**src/rtl/daq3_spi_responder.sv**
```systemverilog
// 3-wire SPI target modelling the DAQ3 converter/clock-chip register interface.
// All SPI pins are oversampled into clk; the register file is served over shared SDIO.
module daq3_spi_responder #(
  parameter int         NUM_REGS  = 16,
  parameter logic [7:0] CHIP_ID   = 8'h44,
  parameter logic [7:0] RESET_VAL = 8'h00
) (
  input  logic        clk,
  input  logic        resetn,
  input  logic        spi_csn,
  input  logic        spi_clk,
  input  logic        spi_sdio_i,
  output logic        spi_sdio_o,
  output logic        spi_sdio_t,
  output logic        wr_stb,
  output logic [14:0] wr_addr,
  output logic [7:0]  wr_data,
  output logic        busy
);

  localparam int AW = (NUM_REGS > 1) ? $clog2(NUM_REGS) : 1;

  typedef enum logic [1:0] {S_IDLE, S_INSTR, S_DATA_WR, S_DATA_RD} state_t;

  logic r_csn_s1, r_csn_s2, r_csn_d;
  logic r_sclk_s1, r_sclk_s2, r_sclk_d;
  logic r_sdio_s1, r_sdio_s2;
  logic [1:0] r_flush;
  logic r_armed;

  state_t      r_state;
  logic [3:0]  r_bit_cnt;
  logic [14:0] r_shift;
  logic [14:0] r_addr;
  logic [7:0]  r_out_shift;
  logic        r_load_pend;
  logic [7:0]  r_regs [NUM_REGS];

  logic        w_cs_fall, w_cs_rise, w_sclk_rise, w_sclk_fall;
  logic [15:0] w_instr;
  logic [7:0]  w_byte;
  logic        w_in_range, w_commit;
  logic [7:0]  w_rd_val;

  always_ff @(posedge clk) begin
    if (!resetn) begin
      r_csn_s1  <= 1'b1;
      r_csn_s2  <= 1'b1;
      r_csn_d   <= 1'b1;
      r_sclk_s1 <= 1'b0;
      r_sclk_s2 <= 1'b0;
      r_sclk_d  <= 1'b0;
      r_sdio_s1 <= 1'b0;
      r_sdio_s2 <= 1'b0;
    end else begin
      r_csn_s1  <= spi_csn;
      r_csn_s2  <= r_csn_s1;
      r_csn_d   <= r_csn_s2;
      r_sclk_s1 <= spi_clk;
      r_sclk_s2 <= r_sclk_s1;
      r_sclk_d  <= r_sclk_s2;
      r_sdio_s1 <= spi_sdio_i;
      r_sdio_s2 <= r_sdio_s1;
    end
  end

  // A CS-low level present at reset release must not look like a falling edge:
  // only arm once the synchroniser has flushed and CS has been seen high.
  always_ff @(posedge clk) begin
    if (!resetn) begin
      r_flush <= 2'd0;
      r_armed <= 1'b0;
    end else begin
      if (r_flush != 2'd3) r_flush <= r_flush + 2'd1;
      if (r_flush == 2'd3 && r_csn_s2) r_armed <= 1'b1;
    end
  end

  assign w_cs_fall   = r_csn_d & ~r_csn_s2 & r_armed;
  assign w_cs_rise   = ~r_csn_d & r_csn_s2;
  assign w_sclk_rise = r_sclk_s2 & ~r_sclk_d;
  assign w_sclk_fall = ~r_sclk_s2 & r_sclk_d;
  assign w_instr     = {r_shift, r_sdio_s2};
  assign w_byte      = w_instr[7:0];
  assign w_in_range  = (r_addr < 15'(NUM_REGS));
  assign w_commit    = (r_state == S_DATA_WR) && w_sclk_rise && !w_cs_rise &&
                       (r_bit_cnt == 4'd7) && w_in_range && (r_addr != 15'd1);
  assign busy        = ~r_csn_s2;

  always_comb begin
    w_rd_val = 8'h00;
    if (r_addr == 15'd1)  w_rd_val = CHIP_ID;
    else if (w_in_range)  w_rd_val = r_regs[r_addr[AW-1:0]];
  end

  always_ff @(posedge clk) begin
    if (!resetn) begin
      for (int i = 0; i < NUM_REGS; i++) r_regs[i] <= RESET_VAL;
    end else if (w_commit) begin
      r_regs[r_addr[AW-1:0]] <= w_byte;
    end
  end

  always_ff @(posedge clk) begin
    if (!resetn) begin
      r_state     <= S_IDLE;
      r_bit_cnt   <= 4'd0;
      r_shift     <= 15'd0;
      r_addr      <= 15'd0;
      r_out_shift <= 8'd0;
      r_load_pend <= 1'b0;
      spi_sdio_o  <= 1'b0;
      spi_sdio_t  <= 1'b1;
      wr_stb      <= 1'b0;
      wr_addr     <= 15'd0;
      wr_data     <= 8'd0;
    end else begin
      wr_stb <= 1'b0;
      if (w_cs_rise) begin
        r_state    <= S_IDLE;
        spi_sdio_t <= 1'b1;
      end else begin
        case (r_state)
          S_IDLE: if (w_cs_fall) begin
            r_state   <= S_INSTR;
            r_bit_cnt <= 4'd0;
            r_shift   <= 15'd0;
          end
          S_INSTR: if (w_sclk_rise) begin
            r_shift   <= w_instr[14:0];
            r_bit_cnt <= r_bit_cnt + 4'd1;
            if (r_bit_cnt == 4'd15) begin
              r_addr    <= w_instr[14:0];
              r_bit_cnt <= 4'd0;
              if (w_instr[15]) begin
                r_state     <= S_DATA_RD;
                r_load_pend <= 1'b1;
              end else begin
                r_state <= S_DATA_WR;
              end
            end
          end
          S_DATA_WR: if (w_sclk_rise) begin
            r_shift   <= w_instr[14:0];
            r_bit_cnt <= r_bit_cnt + 4'd1;
            if (r_bit_cnt == 4'd7) begin
              wr_stb    <= 1'b1;
              wr_addr   <= r_addr;
              wr_data   <= w_byte;
              r_addr    <= r_addr + 15'd1;
              r_bit_cnt <= 4'd0;
            end
          end
          S_DATA_RD: begin
            if (w_sclk_rise) begin
              r_bit_cnt <= r_bit_cnt + 4'd1;
              if (r_bit_cnt == 4'd7) begin
                r_addr      <= r_addr + 15'd1;
                r_bit_cnt   <= 4'd0;
                r_load_pend <= 1'b1;
              end
            end else if (w_sclk_fall) begin
              if (r_load_pend) begin
                spi_sdio_o  <= w_rd_val[7];
                r_out_shift <= {w_rd_val[6:0], 1'b0};
                spi_sdio_t  <= 1'b0;
                r_load_pend <= 1'b0;
              end else begin
                spi_sdio_o  <= r_out_shift[7];
                r_out_shift <= {r_out_shift[6:0], 1'b0};
              end
            end
          end
          default: r_state <= S_IDLE;
        endcase
      end
    end
  end

endmodule

```
**config.mk**
```make
export PLATFORM = sky130hd
export DESIGN_NAME = daq3_spi_responder
export DESIGN_NICKNAME = d
export VERILOG_FILES = /design/src/rtl/daq3_spi_responder.sv
export SDC_FILE = /design/constraint.sdc
export NUM_CORES = 1
export LEC_CHECK = 0
export CELL_PAD_IN_SITES_DETAIL_PLACEMENT = 0
export CELL_PAD_IN_SITES_GLOBAL_PLACEMENT = 2
export CORE_MARGIN = 5
export CORE_UTILIZATION = 41
export CTS_CLUSTER_SIZE = 25
export DETAILED_ROUTE_END_ITERATION = 8
export PLACE_DENSITY = 0.85
export SETUP_SLACK_MARGIN = 0.2
export SLEW_MARGIN = 20
export SYNTH_ARGS = -nofsm -noshare
export SYNTH_HDL_FRONTEND = slang
export SYNTH_SLANG_ARGS = --single-unit
```
**constraint.sdc**
```tcl
create_clock -name clk -period 3.8 [get_ports clk]
set_clock_uncertainty 0.15 [all_clocks]
set_input_delay 0.57 -clock clk [delete_from_list [all_inputs] [get_ports clk]]
set_output_delay 0.57 -clock clk [all_outputs]
set_load 0.05 [all_outputs]
```
==> flow_summary_export.csv <==
group,metric,value,unit
floorplan,row_count,56,
clock_network,htreeDepth,1,
final_layout,final_layout_size_suffix_gt1_share,12.5,%
yosys,yosys_warnings,0,
setup_path,crit_type,"reg -> reg",
power,cellLeakagePower,3.89,nW
global_routing,gr-total-overflow,0,
timing,hold_violations,0,
setup_path,cp.arrival,3.35,ns
routing,ant_nets,0,
floorplan,core,0.0233,sq mm
clock_network,cts_max_path_buffers,3,
setup_path,rr_worst_depth,7,
routing,drt_iter0_drc,561,
run_status,status,"completed",
timing,slew_headroom,33.4,%
clock_network,post_cts_buffers,0,
global_routing,grt_pass1_wl,39700,microns
clock_network,cts_tree,"done",
routing,vias_per_cell,5.54,
min_path,hold_depth,1,
timing,finalSetupTns,0,ns
clock_network,ctsResizeCount,0,
min_path,hp-start,"r_csn_s1",
global_routing,grt_max_degree,45,
final_layout,nets,910,
setup_path,end_kind,"register",
place,place_area,0.0103,sq mm
global_routing,grt_usage,19.5,%
timing,drv_slew,0,
routing,totalWireLength,25800,microns
yosys,synth_area,0.00964,sq mm
setup_path,required,3.79,ns
yosys,synthDistinctLibCells,60,
floorplan,dieArea,0.0267,sq mm
clock_network,cts.sinks,213,
timing,fmax,0.298,GHz
power,netSwitchingFraction,23.8,%
floorplan,die_y,163,microns
power,power_frac_seq,49.4,%
floorplan,start_util,41.3,%
clock_network,cts_hold_buf,0,
yosys,yosysSeqAreaShare,57.6,%
min_path,holdPathEnd,"r_csn_s2",
final_layout,final_area,0.0111,sq mm
min_path,hold_path_class,"reg -> reg",
final_layout,antennaDiodeCount,0,
clock_network,numCtsBuffers,24,
setup_path,startpoint_type,"register",
final_layout,mostFrequentLayoutCell,"edfxtp_1",
timing,worst_pin_slew,0.998,ns
clock_network,path_clk_slew,0.06,ns
timing,fin_crit_sh,88.2,%
timing,setup_viol,0,
place,port-buffer-count,31,
final_layout,most-common-layout-cells,"edfxtp_1, nand2_1, nor2_1",
power,p_clk_share,44.0,%
flow_run,maxCapViolations,0,
yosys,synth_ff_type,"edfxtp_1",
yosys,ys_ff_latch,213,
power,power.switching,0.00125,W
yosys,synthArstFlopShare,0,%
setup_path,r2r_start,"r_addr[1]",
setup_path,crit_fanout,20,
setup_path,timing.rr.end,"r_regs[4][2]",
global_routing,antenna_found_initial,0,
timing,rsz0062_at_grt,"false",
power,p_int,0.00400,W
setup_path,r2r_setup_slack,0.45,ns
timing,fin_crit,3.35,ns
floorplan,die_w,163,microns
routing,first_pass_iters,5,
place,place.gp.congestion,0.885,
routing,drc,0,
routing,wl_per_cell,21.0,microns
place,hpwl,17600,microns
global_routing,grt_pass1_vias,6563,
power,p_comb_share,6.6,%
final_layout,multi_input_area,0.00378,sq mm
final_layout,register_area,0.00555,sq mm
final_layout,n_fill_cell,2134,
routing,vias,6806,
floorplan,ioPinCount,32,
power,power_density,475,mW/mm^2
clock_network,clockRootBuffer,"clkbuf_16",
yosys,synth.avg_cell_area,11.0,sq um
yosys,netlist_instances,877,
clock_network,worstSkewPairLatency,0.52,ns
yosys,synth-edff-count,128,
power,peakVddDrop,0.000221,V
final_layout,syn2layout_area_growth,14.9,%
[state kept, by name, summed over array words and instances, names as in the netlist, 2 cells and up, named ones only]
register     count
r_state          2
wr_data          8
r_bit_cnt        4
r_regs         128
r_addr          15
r_out_shift      7
r_shift         15
wr_addr         15
r_flush          2
[synthesized netlist by cell type (all sizes together) (2+ instances only)]
| library cell | instances | area share [%] |
|---|---|---|
| or3 | 3 | 0.19 |
| nand2 | 131 | 5.4 |
| nand2b | 7 | 0.45 |
| mux2i | 29 | 3.0 |
| and3 | 66 | 4.3 |
| a32o | 2 | 0.21 |
| nor2 | 92 | 3.6 |
| o21ai | 19 | 0.99 |
| inv | 12 | 0.47 |
| a22oi | 2 | 0.16 |
| o221a | 10 | 1.2 |
| a211oi | 2 | 0.16 |
| or2 | 3 | 0.19 |
| nand3b | 2 | 0.16 |
| nand3 | 27 | 1.5 |
| a21oi | 66 | 3.4 |
| o211ai | 4 | 0.31 |
| a21o | 10 | 0.78 |
| mux4 | 24 | 5.6 |
| nand4 | 3 | 0.19 |
| o41ai | 2 | 0.18 |
| and2 | 6 | 0.39 |
| buf | 15 | 0.93 |
| ha | 12 | 1.6 |
| nor4 | 12 | 1.6 |
| clkbuf | 56 | 2.2 |
| dfxtp | 85 | 18 |
| a31oi | 5 | 0.32 |
| edfxtp | 128 | 40 |
| o31ai | 2 | 0.16 |
| nand4b | 2 | 0.18 |
| nor3 | 10 | 0.52 |
| o22ai | 10 | 0.65 |
[area by class of cell]
| cell class | count | area share (%) |
|---|---|---|
| well taps | 319 | 3.61 |
| flip-flops and latches | 213 | 50.1 |
| inverters | 13 | 0.441 |
| clock buffers | 29 | 6.17 |
| multi-input cells | 587 | 34.2 |
| repair buffers | 54 | 4.43 |
| clock inverters | 14 | 1.06 |
[per-layer routing]
layer	up-vias	track usage (%)	part of all wire, %
met2	242	28.5	43
li1	3209	-	-
met1	3313	29.5	47
met3	42	3.86	7.8
met5	-	0	0
met4	0	5.49	2.3
[critical path, stage by stage, from the launching register on]
cell	delay, ns
dfxtp_1	0.43
inv_1	0.13
ha_1	0.40
or3b_1	0.32
nand3_1	0.32
nor4_4	0.60
nand2_4	0.09
o21ai_1	0.54
[cell families after synthesis]
logic type      Yosys count  synth area share (%)
flops                   213                  57.6
fa+ha+maj                12                  1.56
compound gates          143                  9.31
buf+inv                  84                  3.62
xor+xnor                  1                0.0909
mux                      53                  8.62
other cells               1                0.0389
simple gates            370                  19.2
[metrics by stage]
stage / util [%] / power, W / cells / hold slack [ns] / setup WS [ns]
floorplan: - / 0.00286 / 884 / 0.236 / 0.907
global placement: 44.0 / 0.00298 / 1186 / 0.238 / 0.619
detailed placement: 44.0 / 0.00299 / 1186 / 0.248 / 0.432
CTS: 47.4 / 0.00529 / 1229 / 0.263 / 0.414
global route: 47.4 / 0.00544 / 1229 / 0.293 / 0.204
finish: 47.4 / 0.00525 / 1229 / 0.264 / 0.449
[worst max path at each step]
stage	from	slack, ns	to
5_1_grt	r_addr[1]	0.20	r_regs[4][5]
6_report	r_addr[1]	0.45	r_regs[4][2]
2_1_floorplan	r_addr[1]	0.91	r_regs[0][0]
3_5_place_dp	r_addr[1]	0.43	r_regs[7][6]
3_3_place_gp	r_addr[1]	0.62	r_regs[6][7]
4_1_cts	r_addr[1]	0.41	r_regs[7][7]
[power groups by stage]
stage | clock (W) | sequential [W] | combinational, W
after floorplan | 0 | 0.00259 | 0.000272
after global placement | 0 | 0.00264 | 0.000345
after detailed placement | 0 | 0.00264 | 0.000348
after CTS | 0.00235 | 0.00259 | 0.000348
after global routing | 0.00246 | 0.00260 | 0.000378
final | 0.00231 | 0.00259 | 0.000347
(Power assumes the default switching activity.)
